<file path="config.mk">
export PLATFORM = sky130hd
export DESIGN_NAME = spi_slave_param_flat
export DESIGN_NICKNAME = d
export VERILOG_FILES = /design/src/rtl/spi_slave_param_if.sv /design/src/rtl/spi_slave_param.sv /design/src/flat_wrapper.sv
export SDC_FILE = /design/constraint.sdc
export NUM_CORES = 1
export LEC_CHECK = 0
export BUFFER_PORTS_ARGS = -buffer_cell sky130_fd_sc_hd__buf_2
export CORE_UTILIZATION = 30
export CTS_CLUSTER_SIZE = 16
export DETAILED_ROUTE_END_ITERATION = 8
export GPL_ROUTABILITY_DRIVEN = 1
export GPL_TIMING_DRIVEN = 0
export PLACE_DENSITY = 0.53
export SETUP_SLACK_MARGIN = 0.1
export SLEW_MARGIN = 20
export SYNTH_ARGS = -nofsm -noshare
export SYNTH_HDL_FRONTEND = slang
export SYNTH_SLANG_ARGS = --single-unit
</file>
<file path="constraint.sdc">
create_clock -name clk -period 1.9 [get_ports clk]
set_input_delay 0.38 -clock clk [delete_from_list [all_inputs] [get_ports clk]]
set_output_delay 0.38 -clock clk [all_outputs]
set_load 0.05 [all_outputs]
</file>
<file path="src/rtl/spi_slave_param_if.sv">
// Bus bundle for spi_slave_param: SPI pins plus the memory-side rx/tx handshake.
interface spi_slave_param_if #(
  parameter int unsigned DATA_W = 8
);
  logic              SS_n;
  logic              MOSI;
  logic              MISO;
  logic [DATA_W+1:0] rx_data;
  logic              rx_valid;
  logic              rx_err;
  logic [DATA_W-1:0] tx_data;
  logic              tx_valid;

  modport master (
    output SS_n, MOSI, tx_data, tx_valid,
    input  MISO, rx_data, rx_valid, rx_err
  );

  modport slave (
    input  SS_n, MOSI, tx_data, tx_valid,
    output MISO, rx_data, rx_valid, rx_err
  );
endinterface

</file>
<file path="src/rtl/spi_slave_param.sv">
// SPI slave: command decode, DATA_W+2-bit frame receive, and read-data transmit on MISO.
// Define SPI_PARITY_EN to append an odd-parity bit to every received frame.
module spi_slave_param #(
  parameter int unsigned DATA_W = 8
) (
  input logic              clk,
  input logic              rst_n,
  spi_slave_param_if.slave bus
);
  localparam int unsigned FrameW = DATA_W + 2;
`ifdef SPI_PARITY_EN
  localparam int unsigned ShW     = FrameW;
  localparam int unsigned LastIdx = FrameW;
`else
  localparam int unsigned ShW     = FrameW - 1;
  localparam int unsigned LastIdx = FrameW - 1;
`endif
  localparam int unsigned CntW   = $clog2(LastIdx + 1);
  localparam int unsigned TxCntW = $clog2(DATA_W + 1);

  localparam logic [2:0] StIdle     = 3'd0;
  localparam logic [2:0] StChkCmd   = 3'd1;
  localparam logic [2:0] StWrite    = 3'd2;
  localparam logic [2:0] StReadAdd  = 3'd3;
  localparam logic [2:0] StReadData = 3'd4;

  logic [2:0]        state_q, state_d;
  logic [CntW-1:0]   cnt_q, cnt_d;
  logic [ShW-1:0]    shift_q, shift_d;
  logic              done_q, done_d;
  logic [FrameW-1:0] rx_data_q, rx_data_d;
  logic              rx_valid_q, rx_valid_d;
  logic              addr_rcvd_q, addr_rcvd_d;
  logic              tx_wait_q, tx_wait_d;
  logic              tx_busy_q, tx_busy_d;
  logic [DATA_W-1:0] tx_shift_q, tx_shift_d;
  logic [TxCntW-1:0] tx_cnt_q, tx_cnt_d;
  logic              miso_q, miso_d;
`ifdef SPI_PARITY_EN
  logic              rx_err_q, rx_err_d;
`endif

  logic              last_bit;
  logic [FrameW-1:0] frame;
  logic              frame_ok;

  always_comb begin
    state_d     = state_q;
    cnt_d       = cnt_q;
    shift_d     = shift_q;
    done_d      = done_q;
    rx_data_d   = rx_data_q;
    rx_valid_d  = 1'b0;
    addr_rcvd_d = addr_rcvd_q;
    tx_wait_d   = tx_wait_q;
    tx_busy_d   = tx_busy_q;
    tx_shift_d  = tx_shift_q;
    tx_cnt_d    = tx_cnt_q;
    miso_d      = 1'b0;
`ifdef SPI_PARITY_EN
    rx_err_d    = 1'b0;
    frame       = shift_q;
    frame_ok    = ^{shift_q, bus.MOSI};
`else
    frame       = {shift_q, bus.MOSI};
    frame_ok    = 1'b1;
`endif
    last_bit    = (cnt_q == CntW'(LastIdx));

    case (state_q)
      StIdle: begin
        cnt_d  = '0;
        done_d = 1'b0;
        if (!bus.SS_n) state_d = StChkCmd;
      end
      StChkCmd: begin
        cnt_d  = '0;
        done_d = 1'b0;
        if (bus.SS_n)         state_d = StIdle;
        else if (!bus.MOSI)   state_d = StWrite;
        else if (addr_rcvd_q) state_d = StReadData;
        else                  state_d = StReadAdd;
      end
      StWrite, StReadAdd, StReadData: begin
        if (!done_q && last_bit) begin
          // Last bit still counts when SS_n rises on the same cycle.
          done_d = 1'b1;
          cnt_d  = '0;
          if (frame_ok) begin
            rx_data_d  = frame;
            rx_valid_d = 1'b1;
            if (state_q == StReadAdd) addr_rcvd_d = 1'b1;
            if (state_q == StReadData && !bus.SS_n) tx_wait_d = 1'b1;
          end
`ifdef SPI_PARITY_EN
          if (!frame_ok) rx_err_d = 1'b1;
`endif
          if (bus.SS_n) state_d = StIdle;
        end else if (bus.SS_n) begin
          state_d    = StIdle;
          cnt_d      = '0;
          done_d     = 1'b0;
          tx_wait_d  = 1'b0;
          tx_busy_d  = 1'b0;
          tx_shift_d = '0;
          tx_cnt_d   = '0;
        end else if (!done_q) begin
          shift_d = {shift_q[ShW-2:0], bus.MOSI};
          cnt_d   = cnt_q + CntW'(1);
        end else if (tx_wait_q && bus.tx_valid) begin
          tx_wait_d  = 1'b0;
          tx_busy_d  = 1'b1;
          miso_d     = bus.tx_data[DATA_W-1];
          tx_shift_d = {bus.tx_data[DATA_W-2:0], 1'b0};
          tx_cnt_d   = TxCntW'(1);
        end else if (tx_busy_q) begin
          if (tx_cnt_q == TxCntW'(DATA_W)) begin
            tx_busy_d   = 1'b0;
            tx_cnt_d    = '0;
            tx_shift_d  = '0;
            addr_rcvd_d = 1'b0;
          end else begin
            miso_d     = tx_shift_q[DATA_W-1];
            tx_shift_d = {tx_shift_q[DATA_W-2:0], 1'b0};
            tx_cnt_d   = tx_cnt_q + TxCntW'(1);
          end
        end
      end
      default: state_d = StIdle;
    endcase
  end

  always_ff @(posedge clk or negedge rst_n) begin
    if (!rst_n) begin
      state_q     <= StIdle;
      cnt_q       <= '0;
      shift_q     <= '0;
      done_q      <= 1'b0;
      rx_data_q   <= '0;
      rx_valid_q  <= 1'b0;
      addr_rcvd_q <= 1'b0;
      tx_wait_q   <= 1'b0;
      tx_busy_q   <= 1'b0;
      tx_shift_q  <= '0;
      tx_cnt_q    <= '0;
      miso_q      <= 1'b0;
`ifdef SPI_PARITY_EN
      rx_err_q    <= 1'b0;
`endif
    end else begin
      state_q     <= state_d;
      cnt_q       <= cnt_d;
      shift_q     <= shift_d;
      done_q      <= done_d;
      rx_data_q   <= rx_data_d;
      rx_valid_q  <= rx_valid_d;
      addr_rcvd_q <= addr_rcvd_d;
      tx_wait_q   <= tx_wait_d;
      tx_busy_q   <= tx_busy_d;
      tx_shift_q  <= tx_shift_d;
      tx_cnt_q    <= tx_cnt_d;
      miso_q      <= miso_d;
`ifdef SPI_PARITY_EN
      rx_err_q    <= rx_err_d;
`endif
    end
  end

  assign bus.MISO     = miso_q;
  assign bus.rx_data  = rx_data_q;
  assign bus.rx_valid = rx_valid_q;
`ifdef SPI_PARITY_EN
  assign bus.rx_err   = rx_err_q;
`else
  assign bus.rx_err   = 1'b0;
`endif
endmodule

</file>
<file path="src/flat_wrapper.sv">
// flat-port wrapper written by rule: the top's interface ports become plain ports
module spi_slave_param_flat 
#(
  parameter int unsigned DATA_W = 8
)
  (clk, rst_n, bus_SS_n, bus_MOSI, bus_tx_data, bus_tx_valid, bus_MISO, bus_rx_data, bus_rx_valid, bus_rx_err);
  spi_slave_param_if #(.DATA_W(DATA_W)) bus_i ();
  input logic clk;
  input logic rst_n;
  input wire logic [$bits(bus_i.SS_n)-1:0] bus_SS_n;
  input wire logic [$bits(bus_i.MOSI)-1:0] bus_MOSI;
  input wire logic [$bits(bus_i.tx_data)-1:0] bus_tx_data;
  input wire logic [$bits(bus_i.tx_valid)-1:0] bus_tx_valid;
  output wire logic [$bits(bus_i.MISO)-1:0] bus_MISO;
  output wire logic [$bits(bus_i.rx_data)-1:0] bus_rx_data;
  output wire logic [$bits(bus_i.rx_valid)-1:0] bus_rx_valid;
  output wire logic [$bits(bus_i.rx_err)-1:0] bus_rx_err;
  assign bus_i.SS_n = bus_SS_n;
  assign bus_i.MOSI = bus_MOSI;
  assign bus_i.tx_data = bus_tx_data;
  assign bus_i.tx_valid = bus_tx_valid;
  assign bus_MISO = bus_i.MISO;
  assign bus_rx_data = bus_i.rx_data;
  assign bus_rx_valid = bus_i.rx_valid;
  assign bus_rx_err = bus_i.rx_err;
  spi_slave_param #(.DATA_W(DATA_W)) u_core (.clk(clk), .rst_n(rst_n), .bus(bus_i));
endmodule
</file>
# After elaboration in Yosys (flattened, before gate mapping)
# Cells that the tools add are included.
[word_totals] register_bits=44 latchBits=0 ramBits=0 rom_bits=0 elab_cells=105 n_memories=0
[classes] n_addsub=2 multipliers=0 n_div=0 order_cmp=0 n_eq_ne=14 shift=0 mux=49 bitwise_logic=3 reduce_logical=25
[op_table] operator="$mux W8" count=5
[op_table] operator="$mux W4" count=8
[op_table] operator="$mux W1" count=28
[op_table] operator="$mux W3" count=5
[op_table] operator="$reduce_and A4 Y1" count=3
[op_table] operator="$reduce_bool A2 Y1" count=5
[op_table] operator="$pmux W3 S3" count=1
[op_table] operator="$reduce_bool A3 Y1" count=3
[op_table] operator="$add A4 B1 Y4 const B" count=2
[op_table] operator="$eq A4 B4 Y1 const B" count=2
[op_table] operator="$ne A2 B2 Y1 const B" count=4
[op_table] operator="$pmux W4 S2" count=1
[op_table] operator="$reduce_and A2 Y1" count=4
[op_table] operator="$reduce_and A7 Y1" count=1
[op_table] operator="$eq A3 B2 Y1 const B" count=2
[op_table] operator="$ne A2 B1 Y1 const B" count=2
[op_table] operator="$ne A4 B4 Y1 const B" count=1
[op_table] operator="$eq A3 B1 Y1 const B" count=1
[op_table] operator="$eq A3 B3 Y1 const B" count=1
[op_table] operator="$logic_and A1 B1 Y1" count=3
[op_table] operator="$logic_not A3 Y1" count=1
[op_table] operator="$ne A3 B2 Y1 const B" count=1
[op_table] operator="$not A1 Y1" count=3
[op_table] operator="$reduce_and A3 Y1" count=1
[op_table] operator="4 further kinds" count=5

# Depth between registers and ports, before layout
[logic_depth] ltp_word=8 depth_mapped=8 ltp_nobuf=6

# Worst setup path after synthesis
# No wires, ideal clock.
[synth_timing] path_kind="flip-flop to flip-flop" from="reg u_core.cnt_q[0]" to="reg u_core.tx_shift_q[2]" setup_ns=0.125 arrival_time_ns=1.772 required_time_ns=1.775 path_slack_ns=0.003 path_stages_with_launch=7 synth_period_minus_slack_ns=1.897 path_cell_list="dfrtp_1 -> ha_1 -> and4bb_2 -> buf_2 -> nor3_1 -> buf_4 -> mux2_2"
[synth_between] elab_chain_cells=4
[synth_lines] item="from (decl)" line_no="spi_slave_param.sv:28" text="logic [CntW-1:0] cnt_q, cnt_d;"
[synth_lines] item="from (signal assigned)" line_no="spi_slave_param.sv:152" text="cnt_q <= cnt_d;"
[synth_lines] item="$eq A4 B4 Y1" line_no="spi_slave_param.sv:68" text="last_bit = (cnt_q == CntW'(LastIdx));"
[synth_lines] item="$logic_and A1 B1 Y1" line_no="spi_slave_param.sv:85" text="if (!done_q && last_bit) begin"
[synth_lines] item="$not A1 Y1 (no source line)"
[synth_lines] item="$reduce_and A4 Y1 (no source line)"
[synth_lines] item="to (signal assigned)" line_no="spi_slave_param.sv:160" text="tx_shift_q <= tx_shift_d;"
[synth_lines] item="to (decl)" line_no="spi_slave_param.sv:36" text="logic [DATA_W-1:0] tx_shift_q, tx_shift_d;"
# No other way between the ends.
# A chain may end at the register's enable or synchronous reset.

# Worst setup path in the final report
[layout_timing] from="reg u_core.tx_cnt_q[0]" to="reg u_core.tx_cnt_q[3]"
[layout_between] elab_chain_cells=6 elab_cells_between_ends=7 classes_between="1 x add/sub; 1 x eq/ne; 5 x mux"
[layout_lines] item="from (decl)" line_no="spi_slave_param.sv:37" text="logic [TxCntW-1:0] tx_cnt_q, tx_cnt_d;"
[layout_lines] item="from (signal assigned)" line_no="spi_slave_param.sv:161" text="tx_cnt_q <= tx_cnt_d;"
[layout_lines] item="$add A4 B1 Y4 / $eq A4 B4 Y1 (equally long branches)" line_no="spi_slave_param.sv:125, spi_slave_param.sv:117"
[layout_lines] item="$mux W4 (*)" line_no="spi_slave_param.sv:117" text="if (tx_cnt_q == TxCntW'(DATA_W)) begin"
[layout_lines] item="$mux W4 (*)" line_no="spi_slave_param.sv:116" text="end else if (tx_busy_q) begin"
[layout_lines] item="$mux W4 (*)" line_no="spi_slave_param.sv:110" text="end else if (tx_wait_q && bus.tx_valid) begin"
[layout_lines] item="$mux W4 (*)" line_no="spi_slave_param.sv:107" text="end else if (!done_q) begin"
[layout_lines] item="$mux W4 (*)" line_no="spi_slave_param.sv:99" text="end else if (bus.SS_n) begin"
# Every way passes the cells marked *; elsewhere a longest branch is shown, timed or not. The select of a mux whose other input is x is not followed.

==> results <==
- Setup total negative slack on the finished layout was measured at 0 ns.
- The leakage component of the power is 1.27 nW.
- Registers are responsible for 47.4% of the overall power.
- The number of endpoints with negative hold slack in the final report is 0.
- The flow ran to the end, and the final reports show no timing, DRC or antenna violations.
- The nature of the critical path startpoint is a register.
- The clock transition at the registers of the reported paths is 0.09 ns.
- The number of vias in the routed layout is 1517.
- 26 I/O pins were placed.
- Of the total power, the share spent switching nets is 27.0%.
- The startpoint of the lowest-slack register-to-register path is u_core.tx_cnt_q[0]$_DFFE_PN0P_.
- The post-route netlist has 41.2% of its cells at a drive strength greater than 1.
- The worst-case vdd ir drop is 0.000344 V.
- The placer's final routability congestion estimate is 0.757.
- For this configuration, the core starts out at a cell density of 31.9%.
- The highest-delay cell along the critical path is sky130_fd_sc_hd__dfrtp_1.
- The setup violation total in the final timing report is 0.
- A synthesized cell averages 11.7 um2.
- After layout, the minimum clock period comes to 1.80 ns.
- The distinct cell type count after synthesis is 41.
- During placement, the flow inserted port buffers numbering 23.
- The via density per instance is 5.01.
- The share of the core filled with cells in the final layout is 41.1%.
- The sink count of the clock tree is 43.
- The number of global-route vias before repair was 1467.
- Setup repair after global routing could not meet its margin everywhere.
- The final count of pins violating max slew is 0.
- The detailed router finished its first iteration with 79 violations.
- The repair_antennas step left the layout with diodes totalling 0.
- After detailed routing, the average wire length per cell comes to 14.6 um.
- The number of nets in the synthesized netlist is 195.
- The final cycle utilization of the critical path is 95.0%.
- After filler insertion, the fill cell instance count of the layout stands at 612.
- The remaining antenna violation count after routing is 0.
- The residual overflow from global routing is 0.
- The H-tree generated during clock tree synthesis spans 2 levels.
- The number of antenna violations at the first check in global routing is 0.
- The largest net degree at the start of global routing is 44.
- The insertion delay to the later sink of the worst-skew pair is 0.30 ns.
- The highest cell delay on the worst timing path is 0.43 ns.
- For this run, design rule violations remaining after detail routing come to 0.
- Walking the worst path, the cells encountered are inv_2 -> ha_4 -> and3b_1 -> buf_6 -> a211oi_4 -> buf_12 -> a2111o_1 -> a32o_1.
- The worst setup path is of the register to register kind.
- The number of buffer and inverter stages on the critical path is 3.
- Summed over all nets, the switching power comes to 0.000634 W.
- The area used by multi-input combinational logic is 963 um2.
- The sequential cell area is 1080 um2.
- The share of total power dissipated in the clock network is 32.7%.
- The die area is 7250 um2.
- The achievable clock frequency is 554 MHz.
- Along the worst path, the maximum fanout reaches 5.
- The launch point of the critical path is u_core.tx_cnt_q[0]$_DFFE_PN0P_.
- The cell family contributing the most delay on the critical path is compound AO/OA/AOI/OAI gates.
- The post-placement worst setup slack is -0.133 ns.
- In this run the vertical extent of the chip is 85.2 um.
- The number of synthesized register bits is 43.
- Combinational cells account for 19.9% of the total power.
- The worst-case clock skew is 0.00503 ns.
- The internal power of the cells totals 0.00172 W.
- The number of rows created at floorplan is 29.
- Wires add up to 4420 um.
- Relative to the synthesized area, the layout overhead comes to 28.5%.
- The cell at the root of the clock tree is sky130_fd_sc_hd__clkbuf_8.
- Across every metal layer, demand over resource in global routing totals 12.6%.
- The path class of the lowest-slack min-delay path is input pin to asynchronous set/reset pin.
- The ratio of total power to cell area is 881 nW/um2.
- Max-cap violations in this run came to 0.
- For the pin with the worst max-slew slack, the measured transition is 0.560 ns.
- The headroom to the max-slew limit is 62.7%.
- Detailed placement ended at an HPWL of 2740 um.
- In this run the standard cell core region covers 6490 um2.
- The count of warnings emitted by yosys is 0.
- The first global-routing pass estimated 7150 um of wire.
- Data on the critical path is required at its endpoint by 2.10 ns.
- The number of clock buffers added by TritonCTS is 5.
- At the end of the flow, the number of nets in the layout was 242.
- The clock tree from TritonCTS is done.
- The mapped netlist covers 2070 um2.
- The share of synthesized area occupied by flip-flops and latches is 51.9%.
- For this run, the detailed router's first-pass iteration total came to 4.
- Synthesis produced a netlist whose cell count is 178.
- The worst setup margin is 0.0955 ns.
- The endpoint type of the worst setup path is a register.
- At the worst endpoint, the arrival time is 2.00 ns.
- The die outline width is 85.2 um.
- In this run the deepest clock path goes through 2 buffers.
==> sequential cells by signal (all words and copies together) (netlist names) <==
signal	cells
u_core.bus.rx_valid	1
u_core.tx_cnt_q	4
u_core.state_q	3
u_core.shift_q	9
u_core.bus.rx_data	10
u_core.tx_shift_q	7
u_core.done_q	1
u_core.addr_rcvd_q	1
u_core.bus.MISO	1
u_core.tx_wait_q	1
u_core.tx_busy_q	1
u_core.cnt_q	4
==> what timing repair did <==
| item | in CTS | in global routing |
|---|---|---|
| gates resized for setup | 10 | 19 |
| setup buffers | 5 | 10 |
| pin swaps | 1 | 6 |
| hold buffers | 0 | 0 |
| setup endpoints to repair | 24 | 31 |
| cloned | 1 | 1 |
| endpoints found under the hold margin | 0 | 0 |
==> cell families (layout without fill, tap and decap cells) <==
logic type | count (synthesis) | count (layout) | share of synthesized area, %
compound gates | 43 | 43 | 14.4
flops | 43 | 43 | 51.9
simple gates | 37 | 37 | 10.9
mux | 29 | 29 | 15.4
buf+inv | 21 | 69 | 4.83
fa+ha+maj | 4 | 4 | 2.41
other cells | 1 | 1 | 0.181
==> placed cells by master, fill, tap and decap left out, types with 3 or more instances in the layout <==
cell type and instances:
sky130_fd_sc_hd__mux2_2 21, sky130_fd_sc_hd__nand3_1 6, sky130_fd_sc_hd__buf_4 15, sky130_fd_sc_hd__a21oi_1 6
sky130_fd_sc_hd__mux2i_1 5, sky130_fd_sc_hd__buf_2 22, sky130_fd_sc_hd__a22o_1 7, sky130_fd_sc_hd__buf_6 6
sky130_fd_sc_hd__clkbuf_8 6, sky130_fd_sc_hd__dfrtp_1 43, sky130_fd_sc_hd__inv_1 9, sky130_fd_sc_hd__nand2_1 8
sky130_fd_sc_hd__nor3_1 4, sky130_fd_sc_hd__nor2_1 7, sky130_fd_sc_hd__o21ai_0 12, sky130_fd_sc_hd__mux2_4 3
sky130_fd_sc_hd__clkbuf_1 3
==> layer usage <==
metal,part of all wire (%),GRT usage (%),wire length [um],vias up
met5,0,0,0,-
met4,1.5,3.70,68,0
met3,4.0,3.99,176,7
met2,46,19.2,2040,29
met1,48,17.3,2140,743
li1,-,-,-,738
==> area by class of cell <==
cell class                 instances  share of cell area, %
multi-input combinational        114                   36.1
tap                               77                   3.61
clock buffer                       6                   3.10
inverter                          10                   1.41
timing repair buffer              40                   10.5
buffer                            11                   3.43
clock inverter                     2                   1.45
sequential                        43                   40.4
==> synthesized netlist by cell type (all sizes together) <==
cell type,count,area [um2]
a22o,7,61.3
and3b,1,8.76
nor3b,1,18.8
a211oi,1,12.5
o21ai,14,70.1
a21oi,7,35.0
nand2,8,30.0
buf,6,43.8
o22ai,1,6.26
nor2b,1,6.26
nand2b,1,6.26
o41a,1,11.3
a2111oi,1,8.76
a32o,1,10.0
a311oi,1,8.76
a31oi,1,6.26
conb,1,3.75
a2111o,1,11.3
nor2,8,37.5
or3,2,12.5
mux2i,5,50.1
nand3,6,30.0
mux2,24,270
and2b,1,7.51
o31a,1,8.76
inv,10,37.5
a2bb2oi,1,8.76
a21o,2,15.0
dfrtp,43,1080
nor3,5,25.0
nor4,1,21.3
o211ai,2,15.0
nand4b,1,8.76
and4bb,1,12.5
ha,4,50.1
clkbuf,5,18.8
a41o,1,10.0
==> per-stage QoR <==
step	std cells	instance area [um2]	hold slack [ns]	total power, W
floorplan	178	2080	0.0844	0.00137
global placement	278	2290	0.478	0.00147
detailed placement	278	2290	0.469	0.00148
CTS	292	2490	0.281	0.00228
global route	303	2670	0.106	0.00248
finish	303	2670	0.0679	0.00235
==> power by group through the flow <==
stage / Combinational [W] / Clock (W) / Sequential, W
finish: 0.000467 / 0.000768 / 0.00111
floorplan: 0.000266 / 0 / 0.00111
CTS: 0.000366 / 0.000795 / 0.00112
global placement: 0.000338 / 0 / 0.00113
detailed placement: 0.000345 / 0 / 0.00114
global route: 0.000514 / 0.000831 / 0.00114
==> final timing paths <==
kind | end | slack, ns | cells past startpoint
min in group clk | u_core.tx_shift_q[1]$_DFFE_PN0P_ | 0.31 | 3
hold / removal | u_core.cnt_q[3]$_DFFE_PN0P_ | 0.07 | 1
max in group asynchronous | u_core.shift_q[0]$_DFFE_PN0P_ | 1.46 | 1
setup reg to reg | u_core.tx_cnt_q[3]$_DFFE_PN0P_ | 0.1 | 8
hold reg to reg | u_core.bus.rx_data[0]$_DFFE_PN0P_ | 0.48 | 2
setup / recovery | u_core.tx_cnt_q[3]$_DFFE_PN0P_ | 0.1 | 8
(Power assumes the default switching activity.)
